### src/rtl/lsu_pkg.sv
// Shared definitions for the load/store unit: RV32I width codes, FSM state
// encodings and the request legality check used at accept time.
package lsu_pkg;

  localparam logic [2:0] F3_B  = 3'b000;
  localparam logic [2:0] F3_H  = 3'b001;
  localparam logic [2:0] F3_W  = 3'b010;
  localparam logic [2:0] F3_BU = 3'b100;
  localparam logic [2:0] F3_HU = 3'b101;

  typedef logic [2:0] state_t;

  localparam state_t ST_IDLE    = 3'd0;
  localparam state_t ST_READ    = 3'd1;
  localparam state_t ST_CAPTURE = 3'd2;
  localparam state_t ST_WRITE   = 3'd3;
  localparam state_t ST_RESP    = 3'd4;

  // Unsigned widths exist only for loads; alignment is checked per width.
  function automatic logic is_legal(input logic we, input logic [2:0] funct3,
                                    input logic [1:0] addr_lo);
    logic ok;
    case (funct3)
      F3_B:    ok = 1'b1;
      F3_H:    ok = ~addr_lo[0];
      F3_W:    ok = (addr_lo == 2'b00);
      F3_BU:   ok = ~we;
      F3_HU:   ok = ~we & ~addr_lo[0];
      default: ok = 1'b0;
    endcase
    return ok;
  endfunction

endpackage

### src/rtl/lsu_align.sv
// Lane steering for a word-granular memory: extracts and extends load data,
// and merges the low byte/half of store data into the word read back.
module lsu_align
  import lsu_pkg::*;
(
  input  logic [2:0]  funct3,
  input  logic [1:0]  addr_lo,
  input  logic [31:0] word,
  input  logic [31:0] wdata,
  output logic [31:0] load_val,
  output logic [31:0] merged
);

  logic [7:0]  lane_b;
  logic [15:0] lane_h;

  // NOTE: every output of a combinational block gets a default before the
  // case so no path leaves it unassigned (which would infer a latch).
  always_comb begin
    lane_b   = word[{addr_lo, 3'b000} +: 8];
    lane_h   = addr_lo[1] ? word[31:16] : word[15:0];
    load_val = word;
    merged   = wdata;
    case (funct3)
      F3_B:  load_val = {{24{lane_b[7]}}, lane_b};
      F3_BU: load_val = {24'b0, lane_b};
      F3_H:  load_val = {{16{lane_h[15]}}, lane_h};
      F3_HU: load_val = {16'b0, lane_h};
      default: ;
    endcase
    case (funct3)
      F3_B: begin
        merged = word;
        merged[{addr_lo, 3'b000} +: 8] = wdata[7:0];
      end
      F3_H: merged = addr_lo[1] ? {wdata[15:0], word[15:0]}
                                : {word[31:16], wdata[15:0]};
      default: ;
    endcase
  end

endmodule

### src/rtl/lsu_ctrl.sv
// Single-outstanding RV32I load/store controller in front of a word-wide
// memory with one-cycle registered reads; sub-word stores use read-modify-write.
module lsu_ctrl
  import lsu_pkg::*;
(
  input  logic        clk,
  input  logic        reset,
  input  logic        req_valid,
  output logic        req_ready,
  input  logic        req_we,
  input  logic [2:0]  req_funct3,
  input  logic [31:0] req_addr,
  input  logic [31:0] req_wdata,
  output logic        resp_valid,
  output logic [31:0] resp_rdata,
  output logic        resp_err,
  output logic        busy,
  output logic [31:0] mem_addr,
  output logic        mem_re,
  output logic        mem_we,
  output logic [31:0] mem_wdata,
  input  logic [31:0] mem_rdata
);

  state_t      state_q, state_d;
  logic        we_q;
  logic [2:0]  f3_q;
  logic [31:0] addr_q;
  logic [31:0] wdata_q;
  logic [31:0] wr_word_q;
  logic [31:0] rdata_q;
  logic        err_q;

  logic        accept;
  logic        req_legal;
  logic [31:0] load_val;
  logic [31:0] merged;

  assign accept    = req_valid && (state_q == ST_IDLE);
  assign req_legal = is_legal(req_we, req_funct3, req_addr[1:0]);

  // mem_rdata is only meaningful in CAPTURE, the only state that consumes these.
  lsu_align u_align (
    .funct3   (f3_q),
    .addr_lo  (addr_q[1:0]),
    .word     (mem_rdata),
    .wdata    (wdata_q),
    .load_val (load_val),
    .merged   (merged)
  );

  always_comb begin
    state_d = state_q;
    case (state_q)
      ST_IDLE: begin
        if (req_valid) begin
          if (!req_legal)                        state_d = ST_RESP;
          else if (req_we && req_funct3 == F3_W) state_d = ST_WRITE;
          else                                   state_d = ST_READ;
        end
      end
      ST_READ:    state_d = ST_CAPTURE;
      ST_CAPTURE: state_d = we_q ? ST_WRITE : ST_RESP;
      ST_WRITE:   state_d = ST_RESP;
      ST_RESP:    state_d = ST_IDLE;
      default:    state_d = ST_IDLE;
    endcase
  end

  // NOTE: all state updates use non-blocking assignments so every register
  // samples pre-edge values regardless of statement order.
  always_ff @(posedge clk) begin
    if (reset) begin
      state_q   <= ST_IDLE;
      we_q      <= 1'b0;
      f3_q      <= 3'b000;
      addr_q    <= '0;
      wdata_q   <= '0;
      wr_word_q <= '0;
      rdata_q   <= '0;
      err_q     <= 1'b0;
    end else begin
      state_q <= state_d;
      if (accept) begin
        we_q    <= req_we;
        f3_q    <= req_funct3;
        addr_q  <= req_addr;
        wdata_q <= req_wdata;
        err_q   <= ~req_legal;
        rdata_q <= '0;
        if (req_we) wr_word_q <= req_wdata;
      end
      if (state_q == ST_CAPTURE) begin
        if (we_q) wr_word_q <= merged;
        else      rdata_q   <= load_val;
      end
    end
  end

  assign req_ready  = (state_q == ST_IDLE);
  assign busy       = (state_q != ST_IDLE);
  assign mem_re     = (state_q == ST_READ);
  assign mem_we     = (state_q == ST_WRITE);
  assign mem_addr   = {addr_q[31:2], 2'b00};
  assign mem_wdata  = wr_word_q;
  assign resp_valid = (state_q == ST_RESP);
  assign resp_rdata = rdata_q;
  assign resp_err   = err_q;

endmodule

### config.mk
export PLATFORM = sky130hd
export DESIGN_NAME = lsu_ctrl
export DESIGN_NICKNAME = d
export VERILOG_FILES = /design/src/rtl/lsu_pkg.sv /design/src/rtl/lsu_align.sv /design/src/rtl/lsu_ctrl.sv
export SDC_FILE = /design/constraint.sdc
export NUM_CORES = 1
export LEC_CHECK = 0
export ABC_AREA = 1
export CORE_ASPECT_RATIO = 1.25
export CORE_UTILIZATION = 54
export CTS_CLUSTER_SIZE = 8
export DETAILED_ROUTE_END_ITERATION = 8
export DONT_BUFFER_PORTS = 1
export GPL_TIMING_DRIVEN = 0
export PLACE_DENSITY = 0.68
export SYNTH_ARGS = -nofsm -noshare
export SYNTH_HDL_FRONTEND = slang
export SYNTH_SLANG_ARGS = --single-unit
### constraint.sdc
create_clock -name clk -period 2.2 [get_ports clk]
set_input_delay 0.66 -clock clk [delete_from_list [all_inputs] [get_ports clk]]
set_output_delay 0.66 -clock clk [all_outputs]
set_load 0.01 [all_outputs]
==> impl_metrics.csv <==
group,metric,value,unit
cts,insertion_delay,0.43,ns
critical_path,crit_top_cell,"nand2_1",
cts,cts_tree,"built",
hold_path,hp-start,"req_addr[23]",
sta,fmax,475,MHz
critical_path,slowest_delay,0.42,ns
cts,cts_setup_buffers,0,
detailed_routing,finalWirelength,25.6,mm
sta,hold_viol_final,0,
sta,finalCritPeriodShare,95.8,%
hold_path,hold_end,"addr_q[23]",
critical_path,r2r_slack,0.09,ns
yosys,netlist_area,7550,sq um
detailed_routing,viasPerCell,5.63,
yosys,avgSynthCellArea,6.33,sq um
cts,clk_pin_slew,0.06,ns
critical_path,crit_arrival,2.47,ns
die,die_h,134,microns
placed_design,routabilityCongestion,1.03,
global_route,grt_use_total,35.7,%
detailed_routing,first_iter_violations,606,
cts,cts.sinks,136,
sta,timing.hold.ws,0.368,ns
yosys,syn_inst,1192,
global_route,grt_max_degree,17,
critical_path,crit_fanout,12,
global_route,grt_pass1_vias,7189,
yosys,synthArstFlopShare,0,%
critical_path,setup.worst_path.class,"register to register",
sta,fin_crit,2.11,ns
critical_path,cp-end-kind,"register",
die,num_rows,47,
final_layout,fillers,1363,
critical_path,path_buf_inv,4,
yosys,synth_edf_count,0,
outcome,status,"finished clean",
cts,cts_buffer_depth,2,
power_and_ir_drop,power_leakage,0.00374,uW
final_layout,layout_commonest_cell,"nand2_1",
power_and_ir_drop,ir_worst_vdd,562,uV
cts,ctsHtreeMaxLevel,4,
detailed_routing,num_vias,7853,
critical_path,path_depth,11,
final_layout,antenna_cells,0,
cts,holdBufCountCts,0,
critical_path,r2r_cells,11,
cts,cts-root-buf,"clkbuf_16",
global_route,grt_pass1_wl,38.9,mm
critical_path,crit_chain,"buf_4 > inv_2 > ha_1 > buf_2 > inv_1 > nand3_1 > nand2_1 > nand2_1 > nand3_1 > nand2_1 > a21oi_1",
die,pin_count,205,
yosys,synth_seq_cells,136,
yosys,synth.distinct_cells,31,
critical_path,startpoint_type,"register",
sta,slew_violations,0,
global_route,antenna_found_initial,0,
critical_path,r2r-end,"mem_wdata[16]",
die,dieArea,14500,sq um
critical_path,cp_top_family,"buffers and inverters",
final_layout,nets,1320,
sta,rsz0062_at_grt,"false",
yosys,synth_top_flop_cell,"dfxtp_1",
sta,setup_viol_count_final,0,
global_route,overflow,0,
die,fp.dieW,108,microns
job,cap_violations,0,
critical_path,regToRegStartpoint,"addr_q[0]",
detailed_routing,drcViolationCount,0,
placed_design,dp_hpwl,19.6,mm
sta,worst_pin_slew,0.685,ns
detailed_routing,first_pass_iters,6,
cts,cts-buffers-inserted,17,
detailed_routing,final_antenna_net_count,0,
final_layout,drive_gt1_share,9.39,%
hold_path,hold_class,"input port to register",
placed_design,io_buffers,0,
yosys,seq_area_frac_synth,36.1,%
sta,clock_skew,0.00675,ns
critical_path,critical-path-slowest-cell,"dfxtp_1",
sta,slew_headroom,54.3,%
die,start_util,56.1,%
final_layout,final_cells,1396,
final_layout,area_growth,11.2,%
die,core,13500,sq um
detailed_routing,wl_per_cell,18.3,microns
hold_path,whs_path_depth,2,
critical_path,required,2.56,ns
placed_design,dp_cells,1364,
final_layout,layout_common_cells,"nand2_1 (356), dfxtp_1 (136), a21oi_1 (131)",
power_and_ir_drop,powerDensity,859,nW/um^2
yosys,yosysWarnings,0,
## worst max-delay path by stage
stage / slack, ns / to / start
floorplan: 0.40 / mem_wdata[6] / addr_q[1]
global route: 0.02 / mem_wdata[31] / addr_q[1]
CTS: 0.06 / mem_wdata[18] / addr_q[0]
finish: 0.09 / mem_wdata[16] / addr_q[0]
detailed placement: -0.26 / wdata_q[16] / reset
global placement: -0.24 / wdata_q[16] / reset
## cell type report
type                       count  area [sq um]  area share [%]
clock inverter                13           165            1.97
sequential                   136          2720            32.4
buffer                       106           566            6.74
multi-input combinational    823          3790            45.2
clock buffer                  19           453            5.40
tap                          171           214            2.55
inverter                     128           482            5.74
## kinds of logic after synthesis
family	count (synthesis)	synth area share, %
AND/OR/NAND/NOR	576	31.9
AO/OA/AOI/OAI	240	17.4
buffers and inverters	234	13.8
flip-flops	136	36.1
adder cells (fa/ha/maj)	5	0.829
other	1	0.0497
## routing by layer
layer	global-route usage, %	routed length, microns	share of wire [%]
met2	57.2	11800	46
met3	8.36	2390	9.3
met1	42.2	9850	38
met5	0	0	0
met4	23.7	1580	6.2
## per-stage QoR
step           setup slack [ns]  cell area (sq um)  TNS (ns)  utilization (%)  total power, uW
2_1_floorplan             0.402               7550         0                -             3810
3_3_place_gp             -0.241               7770     -9.78             57.7             4200
3_5_place_dp             -0.258               7770    -10.74             57.7             4210
4_1_cts                  0.0608               8390         0             62.3             7200
5_1_grt                  0.0169               8390         0             62.3             7500
6_report                 0.0932               8390         0             62.3             7210
## registers in the layout (all words and copies together) (netlist names)
register and count:
addr_q 32, mem_wdata 32, f3_q 3, resp_rdata 32, we_q 1, resp_err 1, state_q 3, wdata_q 32
## cell usage after synthesis (9+ instances only)
master,instances,area [sq um]
o21a_1,10,75.1
buf_4,33,248
nand2_1,356,1340
o211ai_1,14,105
nand4_1,28,175
buf_2,30,150
nand3_1,77,385
a31oi_1,9,56.3
dfxtp_1,136,2720
o21ai_0,62,310
clkbuf_1,35,131
a21oi_1,131,656
inv_1,120,450
nor2_1,99,372
## power breakdown
part	internal [uW]	leakage (uW)	total, uW	switching [uW]
logic	429	0.00232	1410	981
clock network	1850	0.000305	3020	1160
registers	2640	0.00111	2790	147
## timing repair
item / 4_1_cts / 5_1_grt
setup endpoints to repair: 21 / 12
gates resized for setup: 3 / 4
cloned: 0 / 0
No activity file was read; power rests on OpenSTA's default activity.
